[src/rtl/bus_memory_ctrl.sv]
// Single-port main memory with MAR for the tiny16 bus: boot-image load sequencer,
// sticky out-of-range fault, gated read drive. Optional MAR auto-increment: MEM_AUTOINC_EN.
module bus_memory_ctrl #(
    parameter int DATA_W   = 16,
    parameter int ADDR_W   = 16,
    parameter int MEM_SIZE = 256,
    parameter int INIT_LEN = 5
) (
    input  logic              clk,
    input  logic              rst,
    input  logic              addr_en,
    input  logic [ADDR_W-1:0] addr,
    input  logic              in_en,
    input  logic [DATA_W-1:0] in,
    input  logic              out_en,
    output logic [DATA_W-1:0] out,
    output logic              busy,
    output logic              fault
);

    localparam int                IDX_W  = (MEM_SIZE > 1) ? $clog2(MEM_SIZE) : 1;
    localparam logic [ADDR_W:0]   SIZE_X = (ADDR_W+1)'(MEM_SIZE);
    localparam logic [ADDR_W:0]   INIT_X = (ADDR_W+1)'(INIT_LEN);
    localparam logic [ADDR_W-1:0] LAST   = ADDR_W'(MEM_SIZE - 1);

    localparam logic [0:0] ST_LOAD = 1'b0;
    localparam logic [0:0] ST_RUN  = 1'b1;

    logic [0:0]        state;
    logic [ADDR_W-1:0] load_cnt;
    logic [ADDR_W-1:0] mar;
    logic              in_range;
    logic              access;

    logic [DATA_W-1:0] mem [0:MEM_SIZE-1];
    logic              mem_we;
    logic [IDX_W-1:0]  mem_waddr;
    logic [DATA_W-1:0] mem_wdata;

    // Boot words are defined at 16 bits and resized to the data width.
    function automatic logic [DATA_W-1:0] boot_word(input logic [ADDR_W-1:0] idx);
        logic [15:0] w;
        w = 16'h0000;
        if ({1'b0, idx} < INIT_X) begin
            case (idx)
                ADDR_W'(0): w = 16'h1500;
                ADDR_W'(1): w = 16'h1701;
                ADDR_W'(2): w = 16'h3430;
                ADDR_W'(3): w = 16'h0220;
                ADDR_W'(4): w = 16'hC002;
                default:    w = 16'h0000;
            endcase
        end
        return DATA_W'(w);
    endfunction

    assign in_range = ({1'b0, mar} < SIZE_X);
    assign access   = in_en || out_en;
    assign busy     = (state == ST_LOAD);

    // The loader and the bus share the single write port; loader owns it while busy.
    always_comb begin
        mem_we    = 1'b0;
        mem_waddr = load_cnt[IDX_W-1:0];
        mem_wdata = boot_word(load_cnt);
        if (!rst) begin
            if (state == ST_LOAD) begin
                mem_we = 1'b1;
            end else if (in_en && in_range) begin
                mem_we    = 1'b1;
                mem_waddr = mar[IDX_W-1:0];
                mem_wdata = in;
            end
        end
    end

    always_ff @(posedge clk) begin
        if (mem_we) begin
            mem[mem_waddr] <= mem_wdata;
        end
    end

    always_ff @(posedge clk or posedge rst) begin
        if (rst) begin
            state    <= ST_LOAD;
            load_cnt <= '0;
            mar      <= '0;
            fault    <= 1'b0;
        end else begin
            case (state)
                ST_LOAD: begin
                    load_cnt <= load_cnt + ADDR_W'(1);
                    if (load_cnt == LAST) begin
                        state <= ST_RUN;
                    end
                end
                default: begin
                    if (addr_en) begin
                        mar <= addr;
`ifdef MEM_AUTOINC_EN
                    end else if (access && in_range) begin
                        mar <= (mar == LAST) ? '0 : mar + ADDR_W'(1);
`endif
                    end
                    if (access && !in_range) begin
                        fault <= 1'b1;
                    end
                end
            endcase
        end
    end

    // Read is combinational off the current MAR; a write lands on out one cycle later.
    assign out = (state == ST_RUN && out_en && in_range) ? mem[mar[IDX_W-1:0]] : '0;

endmodule

[config.mk]
export PLATFORM = sky130hd
export DESIGN_NAME = bus_memory_ctrl
export DESIGN_NICKNAME = d
export VERILOG_FILES = /design/src/rtl/bus_memory_ctrl.sv
export SDC_FILE = /design/constraint.sdc
export NUM_CORES = 2
export LEC_CHECK = 0
export CELL_PAD_IN_SITES_DETAIL_PLACEMENT = 0
export CELL_PAD_IN_SITES_GLOBAL_PLACEMENT = 1
export CORE_ASPECT_RATIO = 1.25
export CORE_MARGIN = 2
export CORE_UTILIZATION = 63
export CTS_BUF_LIST = sky130_fd_sc_hd__clkbuf_2
export CTS_CLUSTER_SIZE = 28
export DETAILED_ROUTE_END_ITERATION = 7
export GPL_ROUTABILITY_DRIVEN = 0
export PLACE_DENSITY_LB_ADDON = 0.08
export SYNTH_ARGS = -nofsm -noshare
export SYNTH_HDL_FRONTEND = slang
export SYNTH_SLANG_ARGS = --single-unit
[constraint.sdc]
create_clock -name clk -period 43.5 [get_ports clk]
set_input_delay 8.7 -clock clk [delete_from_list [all_inputs] [get_ports clk]]
set_output_delay 8.7 -clock clk [all_outputs]
set_load 0.02 [all_outputs]
# Word level (Yosys, flattened, before mapping)
# Memories as Yosys holds them, arrays and structs flattened.
# Index checks and enable logic that the tools add are counted.
# totals
regBits,34
ramBits,4096
inputBits,37
out_inout_bits,18
elab_cells,39
mem_count,1
# mem_list
memory,depth,width,rd,rd_ports_with_merged_regs,write_ports,line,source
mem,256,16,1,0,1,35,logic [DATA_W-1:0] mem [0:MEM_SIZE-1];
# classes
addsub,1
magnitude_cmp,2
n_eq_ne,5
mux,16
n_bitwise,1
n_reduce_logical,9
# op_table
op,count
2-to-1 mux 16 bit,5
one-hot mux 16 bit (5 select lines),1
equality test 16 x 2 -> 1 bit (second input constant),2
2-to-1 mux 8 bit,3
adder 16 x 1 -> 16 bit (second input constant),1
equality test 16 x 1 -> 1 bit (second input constant),1
equality test 16 x 3 -> 1 bit (second input constant),1
equality test 16 x 8 -> 1 bit (second input constant),1
zero test 16 bit,1
< comparator 16 x 3 -> 1 bit (second input constant),1
< comparator 16 x 9 -> 1 bit (second input constant),1
2-to-1 mux 1 bit,7
logical AND 1 bit,4
AND reduction 2 bit,2
zero test 1 bit,1
logical OR 1 bit,1
NOT 1 bit,1

# Longest topological paths before layout
# logic_depth
depth_word,7
ltp_mapped,13
depth_no_buf,7

# Worst setup path before layout
# No wires, ideal clock.
# synth_timing
path_type,input to register
start,input in_en
end,"memory mem[0][8], data pin"
setup_ns,2.187
arrival_time_ns,19.690
required_ns,41.313
path_slack_ns,21.623
path_stages,5
cell_sequence,nor2b_1 and4_1 or4_1 nand2b_1 o21ai_0
# synth_via
elab_chain_cells,4
# synth_rtl
item,line,source
"start, declared",13,"input logic in_en,"
logical AND 1 bit,69,end else if (in_en && in_range) begin
2-to-1 mux 16 bit,69,
2-to-1 mux 16 bit,67,if (state == ST_LOAD) begin
2-to-1 mux 16 bit,66,if (!rst) begin
net mem_wdata[8],38,logic [DATA_W-1:0] mem_wdata;
"end, declared",35,
# The timed path passes the listed nets, and every way through them passes these cells.

# Worst setup path in the final report
# layout_timing
start,input out_en
end,output out[1]
# layout_via
elab_chain_cells,3
# layout_rtl
item,line,source
"start, declared",15,"input logic out_en,"
logical AND 1 bit (2 in series),114,assign out = (state == ST_RUN && out_en && in_range) ? mem[mar[IDX_W-1:0]] : '0;
2-to-1 mux 16 bit,114,
"end, declared",16,"output logic [DATA_W-1:0] out,"
# Every way passes these cells.

==> flow_summary.ini <==
[finish]
layout.nets = 8712
fin_cells = 12770
multi_input_comb_area_sq_um = 33520
layout_common_cells = edfxtp_1 (4096), clkbuf_2 (1372), mux4_2 (776), mux2i_1 (501), buf_4 (429)
num-fill-cells = 16370
final_common_cell = edfxtp_1
seq_area_sq_um = 123900
final_util_pct = 69.00
area_delta_synth_final_pct = 8.816
fin_area_sq_um = 173900
drive_gt1_share_pct = 29.49

[placed_design]
portBuffers = 54
hpwlAfterDp_um = 291100
placed_area_sq_um = 165600
dp_cells = 11070
place_ws_ns = 22.22

[sta]
relSlewSlack_pct = -6.265
setup_viol = 0
max_freq_mhz = 46.23
hold_viol_final = 0
finalCriticalPeriod_ns = 21.63
clock_skew_ns = 0.2430
worst_pin_slew_ns = 1.588
drv_slew = 14
rsz0062_at_grt = no
setup_slack_ns = 21.87
setup_tns_ns = 0
fin_crit_sh_pct = 49.72

[cts]
cts_tree = built
cts_buffers = 925
postCtsResizedCells = 0
post-cts-setup-buffers = 0
clkLatencyLatePin_ns = 2.09
cts.path.max_buffers = 4
h-tree-depth = 6
clock-sinks = 4130
cts_root_buf = clkbuf_2
path_clk_slew_ns = 0.10
ctsHoldBuffers = 0

[route]
drc = 0
vias = 87010
viasPerCell = 6.816
ant_nets = 0
wirelength_um = 468200
dr.pass1.iters = 8
drt_iter0_markers = 11990
avgRoutedWirePerCell_um = 36.68

[setup_path]
critPathCapture = out[1]
startpoint = out_en
r2r-end = mem[7][6]
worstPathRequired_ns = 34.80
reg2reg_depth = 10
r2r-start = mar[2]
startpoint_type = input port
critPathMaxStageDelay_ns = 1.34
critPathKind = input port to output pin
cp_cell_sequence = clkdlybuf4s50_1 > nand4_1 > buf_4 > a221oi_1 > nand4_1 > nand3b_1 > o32ai_1 > buf_4 > clkdlybuf4s50_1
arrival_ns = 12.93
worstSetupEndpointType = output pin
rrSetupSlack_ns = 37.36
crit_fanout = 16
crit_slowest_cell = o32ai_1

[hold_path]
min_path_type = register to register

[yosys]
syn_area_sq_um = 159900
synthCells = 7699
async_reset_ff_share_pct = 0.8232
yosys_register_bits = 4130
syn_area_per_cell_sq_um = 20.76
synth_edf_count = 4096
ys_seq_area_share_pct = 77.48
yosysWarnings = 0
ys.flop_type = edfxtp_1
synthDistinctLibCells = 80
syn_nets = 7741

[global_route]
track_usage_pct = 36.62
grt_max_degree = 194
antenna_found_initial = 31
grt_overflow = 0
grt_pass1_wl_um = 649000
first_global_vias = 86120

[run]
drv_cap = 4

[die]
dieArea_sq_um = 257800
die_w_um = 454.5
start_util_pct = 63.41
ioPinCount = 55
die_height_um = 567.2
num_rows = 206
coreArea_sq_um = 252100

[power]
p_per_area_nw_per_um2 = 38.40
ir_drop_mv = 0.02811
leakagePower_nw = 55.28

[run_status]
status = finished with violations
violations = max-capacitance violations, max-slew violations
-- layout make-up --
type                            instances  share of cell area, %
Antenna cell                           19                0.02733
Clock buffer                         1372                  3.948
Clock inverter                        304                 0.7992
Inverter                                7                0.01942
Multi-Input combinational cell       3108                  19.27
Sequential cell                      4130                  71.21
Tap cell                             3328                  2.394
Timing Repair Buffer                  498                  2.330
-- report_power, final --
part           switching (mW)  leakage (nW)  internal (mW)
combinational         0.00427          10.1        0.00370
clock                    1.49          6.40          0.880
sequential           0.000128          38.8           4.30
-- per-layer routing --
layer,global-route usage [%],vias to the layer above,part of all wire (%)
met3,9.121,1193,11
li1,-,34870,-
met2,56.07,5916,47
met1,46.68,45020,34
met5,0,-,0.025
met4,25.00,18,8.0
-- Yosys cell counts, types with 9 or more instances --
cell type,n,area share [%]
a31oi_1,18,0.070
buf_6,68,0.48
o22ai_1,229,0.90
nand2_1,225,0.53
nand4_1,31,0.12
buf_2,133,0.42
mux2i_1,501,3.1
o221ai_1,113,0.62
nor2b_1,16,0.063
o31ai_1,11,0.052
nor2_1,376,0.88
nand3b_1,13,0.061
nand3_1,84,0.26
clkbuf_1,151,0.35
edfxtp_1,4096,77
o21a_1,9,0.042
dfrtp_1,34,0.53
a21oi_1,103,0.32
buf_8,9,0.085
nor4_1,26,0.10
mux2_2,35,0.25
and2_1,14,0.055
buf_4,65,0.31
or4_1,13,0.061
a22o_1,10,0.055
buf_1,25,0.059
a2111oi_0,42,0.23
or3_1,9,0.035
o21ai_0,88,0.28
mux4_2,776,11
a22oi_1,70,0.33
a211oi_1,41,0.19
xnor2_1,12,0.066
o32ai_1,18,0.099
a221oi_1,25,0.14
nor3_1,75,0.23
-- kinds of logic (layout without fill, tap and decap cells) --
group                    count (synthesis)  in the layout  share of synthesized area, %
flip-flops                            4130           4130                         77.48
multiplexers                          1315           1315                         14.34
AND/OR/NAND/NOR                        924            924                         2.605
AO/OA/AOI/OAI                          849            849                         3.705
buffers and inverters                  461           2181                         1.753
XOR/XNOR                                15             15                       0.08219
adder cells (fa/ha/maj)                  5              5                       0.03914
other                                    0             19                             0
-- sequential cells by signal (all words and copies together), names as in the netlist --
| name | count |
|---|---|
| mem | 4096 |
| load_cnt | 16 |
| mar | 16 |
| fault | 1 |
| state | 1 |
-- critical path, delay by kind of cell --
kind            cells  cell delay (ns)
buf+inv             4             1.92
compound gates      2             1.66
simple gates        3             0.65
-- how the worst min path moves through the flow --
| stage | startpoint | to | slack, ns | cells after the start |
|---|---|---|---|---|
| after floorplan | load_cnt[15] | load_cnt[15] | 0.45 | 1 |
| after global placement | load_cnt[15] | load_cnt[15] | 0.47 | 1 |
| after detailed placement | load_cnt[15] | load_cnt[15] | 0.47 | 1 |
| after CTS | load_cnt[15] | load_cnt[15] | 0.49 | 1 |
| after global routing | load_cnt[15] | load_cnt[15] | 0.52 | 1 |
| final | load_cnt[15] | load_cnt[15] | 0.49 | 1 |
-- per-stage QoR --
step	hold WS, ns	power (mW)
2_1_floorplan	0.4468	4.392
3_3_place_gp	0.4665	4.398
4_1_cts	0.4920	6.712
3_5_place_dp	0.4734	4.399
5_1_grt	0.5247	6.907
6_report	0.4921	6.679
No activity file was read; power rests on OpenSTA's default activity.
